[config.mk]
export PLATFORM = sky130hd
export DESIGN_NAME = encoder_4to2
export DESIGN_NICKNAME = d
export VERILOG_FILES = /design/src/rtl/encoder_4to2.sv
export SDC_FILE = /design/constraint.sdc
export NUM_CORES = 1
export LEC_CHECK = 0
export BUFFER_PORTS_ARGS = -buffer_cell sky130_fd_sc_hd__buf_4
export CELL_PAD_IN_SITES_DETAIL_PLACEMENT = 1
export CELL_PAD_IN_SITES_GLOBAL_PLACEMENT = 1
export CORE_AREA = 2 2 39 41
export CTS_CLUSTER_SIZE = 24
export DETAILED_ROUTE_END_ITERATION = 12
export DIE_AREA = 0 0 41 43
export PLACE_DENSITY_LB_ADDON = 0.1
export SLEW_MARGIN = 20
export SYNTH_ARGS = -nofsm -noshare
export SYNTH_HDL_FRONTEND = slang
export SYNTH_SLANG_ARGS = --single-unit
[constraint.sdc]
create_clock -name clk -period 0.8 [get_ports clk]
set_clock_uncertainty 0.1 [all_clocks]
set_input_delay 0.2 -clock clk [delete_from_list [all_inputs] [get_ports clk]]
set_output_delay 0.2 -clock clk [all_outputs]
set_load 0.01 [all_outputs]
[src/rtl/encoder_4to2.sv]
// Registered MSB-priority encoder, one-cycle latency, enable-gated.
// Optional ENCODER_ONEHOT_CHECK_EN adds a registered multi-hot err flag.
module encoder_4to2 #(
  parameter  int IN_W  = 4,
  localparam int OUT_W = $clog2(IN_W)
) (
  input  logic             clk,
  input  logic             rst,
  input  logic             en,
  input  logic [IN_W-1:0]  in,
`ifdef ENCODER_ONEHOT_CHECK_EN
  output logic             err,
`endif
  output logic [OUT_W-1:0] out,
  output logic             valid
);

  logic [OUT_W-1:0] idx;
  logic             hit;
  logic [OUT_W-1:0] out_d, out_q;
  logic             valid_d, valid_q;

  // Ascending scan so the highest set bit is the last one written.
  always_comb begin
    idx = '0;
    for (int i = 0; i < IN_W; i++) begin
      if (in[i]) idx = i[OUT_W-1:0];
    end
  end

  assign hit     = en && (|in);
  assign out_d   = hit ? idx : '0;
  assign valid_d = hit;

  always_ff @(posedge clk) begin
    if (rst) begin
      out_q   <= '0;
      valid_q <= 1'b0;
    end else begin
      out_q   <= out_d;
      valid_q <= valid_d;
    end
  end

  assign out   = out_q;
  assign valid = valid_q;

`ifdef ENCODER_ONEHOT_CHECK_EN
  logic err_d, err_q;

  // Clearing the lowest set bit leaves a residue only when multi-hot.
  assign err_d = en && (|(in & (in - IN_W'(1))));

  always_ff @(posedge clk) begin
    if (rst) err_q <= 1'b0;
    else     err_q <= err_d;
  end

  assign err = err_q;
`endif

endmodule

# Yosys cells after proc, flatten, opt, wreduce, memory -nomap -nowiden
# Cells that the tools add are included.
[totals]
input_bits = 7
latch_bits = 0
out_inout_bits = 3
elab_cells = 9
register_bits = 3
ramBits = 0
mem_bits_ro = 0
n_memories = 0
[classes]
n_shift = 0
n_mul = 0
div_mod_pow = 0
bitwise = 1
mux = 3
n_eq_ne = 0
add_sub_neg = 0
n_lt_le_gt_ge = 0
n_reduce_logical = 3
[ops]
columns = ["cell", "n"]
rows = [
  ["$mux 2", 2],
  ["$reduce_or 4->1", 1],
  ["$reduce_or 2->1", 1],
  ["$logic_and 1x1->1", 1],
  ["$mux 1", 1],
  ["$not 1->1", 1],
]

# Longest topological paths before layout
[depth]
depth_word = 4
ltp_mapped = 2
depth_no_buf = 2

# Least setup slack after synthesis
# No wires, ideal clock.
[synth_path]
path_kind = "register to output"
from = "register out_q[0] (netlist: out[0])"
to = "output out[0]"
t_required_ps = 500
stages_incl_launch_ff = 1
t_arrival_ps = 331
slack_ps = 169
cell_sequence = "dfxtp_1"
[synth_lines]
columns = ["element", "line_no", "source"]
rows = [
  ["start: declaration", "20", "logic [OUT_W-1:0] out_d, out_q;"],
  ["start signal: assignment", "40", "out_q <= out_d;"],
  ["end: declaration", "14", "output logic [OUT_W-1:0] out,"],
]
# No word-level cell between the ends.

# Worst setup path after layout
[layout_path]
from = "register valid_q (netlist: valid)"
to = "output valid"
[layout_lines]
columns = ["element", "line_no", "source"]
rows = [
  ["start: declaration", "21", "logic valid_d, valid_q;"],
  ["start signal: assignment", "41", "valid_q <= valid_d;"],
  ["end: declaration", "15", "output logic valid"],
]
# No word-level cell between the ends.

==> impl_metrics.json <==
{
  "status": "finished, violations left",
  "violations": "negative setup slack",
  "critPathLaunchType": "flop",
  "antenna_found_initial": 0,
  "drt_pass1_iterations": 1,
  "final_cell_mix": "buf_4 (6), nor2_1 (3), clkbuf_4 (3), dfxtp_2 (3), buf_6 (3)",
  "cts.sinks": 3,
  "worstPathArrival_ns": 0.65,
  "min_period_ns": 0.9491,
  "wire_per_inst_um": 7.025,
  "viasPerCell": 2.925,
  "die_area_mm2": 0.001763,
  "drv_cap": 0,
  "dp_slack_ns": 0.04358,
  "layout_commonest_cell": "buf_4",
  "hold_violations": 0,
  "post-route-drc-count": 0,
  "worst-path-stages": 1,
  "dpl.cell_count": 36,
  "syn_nets": 18,
  "grt_pass1_vias": 133,
  "ctsHoldBuffers": 0,
  "path_cells": "buf_6",
  "drv_slew": 0,
  "finalSetupViolCount": 3,
  "ir_worst_vdd_mv": 0.3679,
  "drt_iter0_markers": 0,
  "setup.worst_path.class": "flop to output pin",
  "clk_root_buffer_cell": "clkbuf_4",
  "fmaxAchievable_mhz": 1054,
  "tightest_slew_ns": 0.1345,
  "cts_buffers": 3,
  "portBuffers": 9,
  "synth_top_area_share_pct": 55.17,
  "grt_usage_pct": 4.814,
  "synth_area_um2": 108.9,
  "syn_to_final_growth_pct": 118.4,
  "max_slew_margin_pct": 91.00,
  "critPathMaxFanout": 1,
  "clk_path_buf_depth": 2,
  "gp_congestion": 0.5461,
  "h-tree-depth": 1,
  "dr_total_vias": 117,
  "diodes": 0,
  "clk_pin_slew_ns": 0.04,
  "p_per_area_mw_per_mm2": 2062,
  "cts_tree": "yes",
  "critPathTopFamily": "flip-flops",
  "finalSetupTns_ns": -0.4355,
  "slowest_stage": "dfxtp_2",
  "worstPathRequired_ns": 0.50,
  "period_share_pct": 118.6,
  "die_x_um": 41,
  "synth_area_leaders": "dfxtp_1 (55%), nand2b_4 (13%), nor2_1 (10%)",
  "whs_path_depth": 3,
  "synth_area_leader_cell": "dfxtp_1",
  "total_power_mw": 0.4901,
  "syn_area_per_cell_um2": 9.896,
  "grt_pass1_wl_um": 469,
  "design.core.area_mm2": 0.001384,
  "ys_types": 7,
  "stdcell_count": 40,
  "setup_ws_ns": -0.1491,
  "postRouteAntennaNets": 0,
  "synthCells": 11,
  "p_leak_nw": 0.1134,
  "end_kind": "output pin",
  "slowest_delay_ns": 0.31,
  "hp-class": "input pin to flop",
  "top_level_ports": 10,
  "nets": 32,
  "rows": 14,
  "fp.dieH_um": 43,
  "ys_ff_latch": 3,
  "seq_area_frac_synth_pct": 55.17,
  "dp_hpwl_um": 231.2,
  "critPathBufInv": 1,
  "grt_overflow": 0,
  "yosysWarnings": 0,
  "fin_hold_ws_ns": 0.1139,
  "drt_wl_total_um": 281,
  "rsz0062_at_grt": "true",
  "drive_gt1_share_pct": 70.83,
  "start_util_pct": 7.866,
  "n_fill_cell": 168,
  "grt_max_degree": 4
}
[where the power goes]
group          total [mW]  switching (mW)  internal, mW
registers           0.164         0.00347         0.160
logic              0.0638          0.0219        0.0420
clock network       0.263          0.0759         0.187
[final timing paths]
path	startpoint	endpoint	slack [ns]
setup / recovery	valid	valid	-0.15
hold / removal	in[3]	out[0]	0.11
[Yosys cell counts]
cell	count
dfxtp_1	3
a21oi_1	1
nor2_1	3
nand2b_4	1
inv_1	1
nand2b_1	1
a21oi_2	1
[registers in the layout, summed over array words and instances (netlist names)]
name and count:
valid 1, out 2
[routing by layer]
layer / wire length, µm / GRT usage, %
met1: 79 / 2.885
met2: 193 / 6.563
met3: 7 / 3.141
met4: 0 / 8.000
met5: 0 / 0
[kinds of logic (layout without fill, tap and decap cells)]
family,count (synthesis),after routing,share of synthesized area [%]
buffers and inverters,1,14,3.445
flip-flops,3,3,55.17
AO/OA/AOI/OAI,2,2,12.64
AND/OR/NAND/NOR,5,5,28.74
[repair_timing]
action / 4_1_cts / 5_1_grt
setup buffers: 0 / 0
gates resized for setup: 6 / 0
cloned: 0 / 0
setup endpoints to repair: 3 / 3
[per-stage QoR]
stage / area, µm² / utilization [%]
2_1_floorplan: 108.9 / -
3_3_place_gp: 196.4 / 14.20
3_5_place_dp: 196.4 / 14.20
4_1_cts: 237.7 / 17.18
5_1_grt: 237.7 / 17.18
6_report: 237.7 / 17.18
[layout make-up]
type                    instances  area, µm²  area share [%]
flip-flops and latches          3      63.81           26.84
inverters                       1      3.754           1.579
well taps                      16      20.02           8.421
multi-input cells               7      45.04           18.95
clock buffers                   4      26.28           11.05
repair buffers                  9      78.83           33.16
No activity file was read; power rests on OpenSTA's default activity.
